[src/rtl/gen3_scramble_ctrl.sv]
// Gen3 128b/130b per-lane scrambler sequencer: tracks block boundaries, classifies
// blocks, owns the 23-bit Galois LFSR and emits word + per-byte key + bypass mask.
// Latency 1 cycle (all outputs registered together); no backpressure, valid_i=0 freezes state.
//
// Ports:
//   clk_i, rst_i                 clock, synchronous active-high reset
//   valid_i, block_start_i       word strobe, word-0-of-block marker
//   sync_header_i, data_in       block sync header (word 0 only), four symbols (symbol 0 in [7:0])
//   scramble_enable_i            global scramble enable level
//   valid_o, data_o              registered word strobe and data
//   lfsr_scramble_value_o        per-byte key, byte n keys symbol n
//   training_sequence_o          per-byte bypass (1 = send unscrambled)
//   scramble_enable_o            registered scramble enable
//   hdr_err_o, align_err_o       one-cycle error pulses aligned with valid_o
module gen3_scramble_ctrl #(
  parameter logic [22:0] LANE_SEED = 23'h1DBFBC
) (
  input  logic        clk_i,
  input  logic        rst_i,
  input  logic        valid_i,
  input  logic        block_start_i,
  input  logic [1:0]  sync_header_i,
  input  logic [31:0] data_in,
  input  logic        scramble_enable_i,
  output logic        valid_o,
  output logic [31:0] data_o,
  output logic [31:0] lfsr_scramble_value_o,
  output logic [3:0]  training_sequence_o,
  output logic        scramble_enable_o,
  output logic        hdr_err_o,
  output logic        align_err_o
);

  localparam logic [22:0] TAPS = 23'h210125;

  typedef enum logic [2:0] {
    ALIGN, DATA, OS_TS, OS_SKP, OS_EIEOS, OS_OTHER, BAD
  } state_t;

  state_t      state_q, state_d;
  logic [1:0]  wcnt_q, wcnt_d;
  logic [22:0] lfsr_q, lfsr_d;

  logic        valid_q, se_q, hdr_err_q, align_err_q;
  logic [31:0] data_q, key_q;
  logic [3:0]  ts_q;

  // 32 Galois steps from the current state: key bits LSB first, plus the
  // advanced state. Key is produced even when the block holds the LFSR.
  logic [31:0] key;
  logic [22:0] lfsr_adv;
  always_comb begin
    lfsr_adv = lfsr_q;
    key      = '0;
    for (int k = 0; k < 32; k++) begin
      key[k]   = lfsr_adv[22];
      lfsr_adv = {lfsr_adv[21:0], 1'b0} ^ (lfsr_adv[22] ? TAPS : 23'h0);
    end
  end

  logic       accept, advance, hdr_err, align_err;
  state_t     word_cls;
  logic [1:0] word_idx;
  logic [3:0] mask;

  always_comb begin
    state_d   = state_q;
    wcnt_d    = wcnt_q;
    lfsr_d    = lfsr_q;
    accept    = 1'b0;
    advance   = 1'b0;
    hdr_err   = 1'b0;
    align_err = 1'b0;
    word_cls  = state_q;
    word_idx  = wcnt_q;
    mask      = 4'b0000;

    if (valid_i) begin
      if (block_start_i) begin
        // A new block always restarts at word 0; any block in progress is dropped.
        accept    = 1'b1;
        align_err = (wcnt_q != 2'd0);
        word_idx  = 2'd0;
        case (sync_header_i)
          2'b10: word_cls = DATA;
          2'b01: begin
            case (data_in[7:0])
              8'h1E, 8'h2D: word_cls = OS_TS;
              8'hAA:        word_cls = OS_SKP;
              8'h00:        word_cls = OS_EIEOS;
              default:      word_cls = OS_OTHER;
            endcase
          end
          default: begin
            word_cls = BAD;
            hdr_err  = 1'b1;
          end
        endcase
      end else if (state_q != ALIGN) begin
        accept = 1'b1;
      end
    end

    if (accept) begin
      case (word_cls)
        DATA:     begin mask = 4'b0000; advance = 1'b1; end
        OS_TS:    begin mask = (word_idx == 2'd0) ? 4'b0001 : 4'b0000; advance = 1'b1; end
        OS_SKP:   begin mask = 4'b1111; advance = 1'b0; end
        OS_EIEOS: begin mask = 4'b1111; advance = 1'b1; end
        OS_OTHER: begin mask = 4'b1111; advance = 1'b1; end
        default:  begin mask = 4'b1111; advance = 1'b0; end
      endcase

      lfsr_d = advance ? lfsr_adv : lfsr_q;
      // EIEOS reseeds only when its last word completes normally.
      if (word_cls == OS_EIEOS && word_idx == 2'd3) lfsr_d = LANE_SEED;

      if (word_idx == 2'd3) begin
        wcnt_d  = 2'd0;
        state_d = ALIGN;
      end else begin
        wcnt_d  = word_idx + 2'd1;
        state_d = word_cls;
      end
    end
  end

  always_ff @(posedge clk_i) begin
    if (rst_i) begin
      state_q     <= ALIGN;
      wcnt_q      <= 2'd0;
      lfsr_q      <= LANE_SEED;
      valid_q     <= 1'b0;
      data_q      <= '0;
      key_q       <= '0;
      ts_q        <= 4'b0000;
      se_q        <= 1'b0;
      hdr_err_q   <= 1'b0;
      align_err_q <= 1'b0;
    end else begin
      state_q     <= state_d;
      wcnt_q      <= wcnt_d;
      lfsr_q      <= lfsr_d;
      valid_q     <= accept;
      hdr_err_q   <= accept & hdr_err;
      align_err_q <= accept & align_err;
      // Payload outputs hold their last value on idle or dropped cycles.
      if (accept) begin
        data_q <= data_in;
        key_q  <= key;
        ts_q   <= mask;
        se_q   <= scramble_enable_i;
      end
    end
  end

  assign valid_o               = valid_q;
  assign data_o                = data_q;
  assign lfsr_scramble_value_o = key_q;
  assign training_sequence_o   = ts_q;
  assign scramble_enable_o     = se_q;
  assign hdr_err_o             = hdr_err_q;
  assign align_err_o           = align_err_q;

endmodule

[config.mk]
export PLATFORM = sky130hd
export DESIGN_NAME = gen3_scramble_ctrl
export DESIGN_NICKNAME = d
export VERILOG_FILES = /design/src/rtl/gen3_scramble_ctrl.sv
export SDC_FILE = /design/constraint.sdc
export NUM_CORES = 1
export LEC_CHECK = 0
export BUFFER_PORTS_ARGS = -buffer_cell sky130_fd_sc_hd__buf_2
export CORE_MARGIN = 2
export CORE_UTILIZATION = 55
export CTS_CLUSTER_DIAMETER = 30
export DETAILED_ROUTE_END_ITERATION = 10
export PLACE_DENSITY = 0.81
export SYNTH_ARGS = -nofsm -noshare
export SYNTH_HDL_FRONTEND = slang
export SYNTH_SLANG_ARGS = --single-unit
[constraint.sdc]
create_clock -name clk_i -period 4.55 [get_ports clk_i]
set_input_delay 0.2275 -clock clk_i [delete_from_list [all_inputs] [get_ports clk_i]]
set_output_delay 0.2275 -clock clk_i [all_outputs]
set_load 0.01 [all_outputs]
==> metrics.md <==
| Metric | Value |
|---|---|
| Outcome | complete, no violations |
| Synth warn | 0 |
| Routed Antenna Nets | 0 |
| Syn_area_per_cell | 9.51 um2 |
| Buffers added on ports | 110 |
| RePlAce Congestion | 0.975 |
| RSZ-0062 raised after global routing | no |
| Ys async rst share | 0 |
| Compound-Gate Fraction of Synth Area | 0.120 |
| Grt total ovfl | 0 |
| Die area | 11100 um2 |
| Initial antenna violation count | 0 |
| Register area share after synthesis | 0.349 |
| Final setup violation count | 0 |
| GRT Total Usage | 0.274 |
| Clock tree buffer depth | 2 |
| Initial DRC count | 350 |
| Startpoint Class | flop |
| Fin crit share | 0.890 |
| DRC violations left | 0 |
| CP Max Fanout | 10 |
| Crit path kind | reg2reg |
| Vias in the first global route | 4286 |
| Synth Area in Simple Gates | 0.131 |
| Post-Synthesis Cell Area | 5630 um2 |
| Relative slew margins | 0.407 |
| Drt first pass iters | 4 |
| Final cell count without fillers | 828 |
| Syn Nets | 635 |
| XOR/XNOR Fraction of Synth Area | 0.357 |
| Min Tclk post-route | 4.05 ns |
| Synth unique cells | 45 |
| Share of cells above drive strength 1 | 0.224 |
| CTS Sinks | 98 |
| Initial Util | 0.571 |
| Number of cells after detailed placement | 813 |
| First-pass GRT wire length | 23300 um |
| Mux contribution to synthesized area | 0 |
| Pin count of the biggest net entering global routing | 63 |
| Die H | 105 um |
| CTS root buf | clkbuf_8 |
| DRT Wirelength | 15000 um |
| Hold Path Class | in2reg |
| Clk_lat worst skew | 0.37 ns |
| Post-Route Utilization | 0.658 |
| H-tree Lvls | 3 |
| Worst slew pin tran | between 0.8 and 0.9 ns |
| Vias post-DR | approximately 4600 |
| Fill count | slightly above 800 |
| Worst endpoint required time | ~4.9 ns |
| Via/cell ratio | 5.50 |
| Total core area | a little under 10000 um2 |
| WP data arrival | around 4.4 ns |
| Post-synth EDFFs | 0 |
| Die width | ~110 um |
| Fmax | about 250 MHz |
| Hpwl dp | ~11000 um |
| Setup tns final | 0 ns |
| Io pins | 111 |
| Post-CTS Setup Bufs | 0 |
| Site row count | 36 |
| Layout Nets | 734 |
| Routed WL per cell | 18.1 um |
| Post-synth top flop | dfxtp_1 |
| # resized after CTS | 0 |
| Clock skew | ~0.016 ns |
| Max-Cap Viols | 0 |
| Clock transition at the registers of the reported paths | 0.11 ns |
| N_diodes | 0 |
| Combinational family with the most area after synthesis | XOR/XNOR gates |
| CTS tree | yes |
| Synth Instances | ~590 |
| Final Max Tran Viols | 0 |
| Yosys reg bits | 98 |
| Critical Path Sink Type | flop |
| Post-synthesis adder-cell area fraction | 0.00889 |
| Area Overhead vs Synth | 15.3% |
| Post-cts hold buffer count | 0 |
| CTS Buf Count | 9 |
| Final Hold Viols | 0 |
cell families after synthesis:
kind of cell,Yosys count
AND/OR/NAND/NOR,178
XOR/XNOR,159
AO/OA/AOI/OAI,107
flip-flops,98
buffers and inverters,46
adder cells (fa/ha/maj),4
final timing paths:
| path | startpoint | slack (ns) | cells past startpoint | endpoint |
|---|---|---|---|---|
| setup reg to reg | lfsr_q[21] | 0.50 | 8 | lfsr_q[21] |
| hold reg to reg | data_o[31] | 0.46 | 2 | data_o[31] |
| setup / recovery | lfsr_q[21] | 0.50 | 8 | lfsr_q[21] |
| hold / removal | data_in[10] | 0.08 | 3 | data_o[10] |
Yosys cell counts (7+ instances only):
library cell	instances	area, um2
a21oi_1	66	330
clkbuf_1	26	97.6
dfxtp_1	98	1960
inv_1	7	26.3
nand2_1	115	432
nand2b_1	8	50.1
nor2_1	33	124
nor3_1	7	35.0
o22a_1	10	87.6
xnor2_1	96	841
xnor3_1	28	631
xor2_1	20	175
xor3_1	7	166
state kept, by name, indices dropped and copies added (netlist names):
name / cells
wcnt_q: 2
lfsr_q: 23
align_err_o: 1
state_q: 3
data_o: 32
hdr_err_o: 1
scramble_enable_o: 1
valid_o: 1
lfsr_scramble_value_o: 32
training_sequence_o: 2
per-stage QoR:
step,area (um2),hold slack (ns),setup WS [ns]
after CTS,6490,0.0696,0.536
after floorplan,5630,0.342,0.975
after detailed placement,6320,0.445,0.559
after global placement,6320,0.438,0.660
final,6490,0.0751,0.501
after global routing,6490,0.0707,0.381
critical path: stages (launching register included):
cell and delay (ns):
dfxtp_1 0.70, xor3_1 0.48, xor3_2 0.50, xnor3_2 0.51, xnor3_2 0.45, xnor3_1 0.45
xnor3_2 0.40, xnor3_1 0.39, o2bb2ai_2 0.11
per-layer routing:
metal,global-route usage,part of all wire,vias to the layer above
li1,-,-,2176
met1,0.365,0.44,2174
met2,0.445,0.48,178
met3,0.0536,0.058,22
met4,0.100,0.028,0
met5,0,0,-
cell type report:
| class | count | area [um2] | share of cell area |
|---|---|---|---|
| clock buffers | 9 | 124 | 0.0191 |
| clock inverters | 6 | 51.3 | 0.00790 |
| inverters | 7 | 26.3 | 0.00405 |
| multi-input cells | 448 | 3480 | 0.537 |
| flip-flops and latches | 98 | 1960 | 0.302 |
| well taps | 133 | 166 | 0.0256 |
| repair buffers | 127 | 678 | 0.104 |
cells in the final DEF, fill, tap and decap left out, types with 2 or more instances in the layout:
cell        count
clkinvlp_4      2
and3_1          3
buf_2         110
xor2_1         20
buf_4          17
o22a_1         10
xor3_1          7
inv_8           2
nand3_1         4
a22oi_1         2
o32ai_1         3
o21bai_1        2
clkbuf_8        9
inv_1           7
a21oi_1        66
xnor3_1        28
o2bb2ai_1       3
xnor2_1        96
nand2b_1        7
nor4bb_1        2
a211oi_1        5
nor3_1          7
nor4_1          3
xnor3_2         5
a21o_1          3
nand2_1       115
nor2_1         32
or2_2           2
dfxtp_1        98
ha_1            4
xor3_2          2
a311oi_1        2
Power is not shown: default switching activity piles up to over one toggle a cycle in this logic, so the estimate is an artifact.
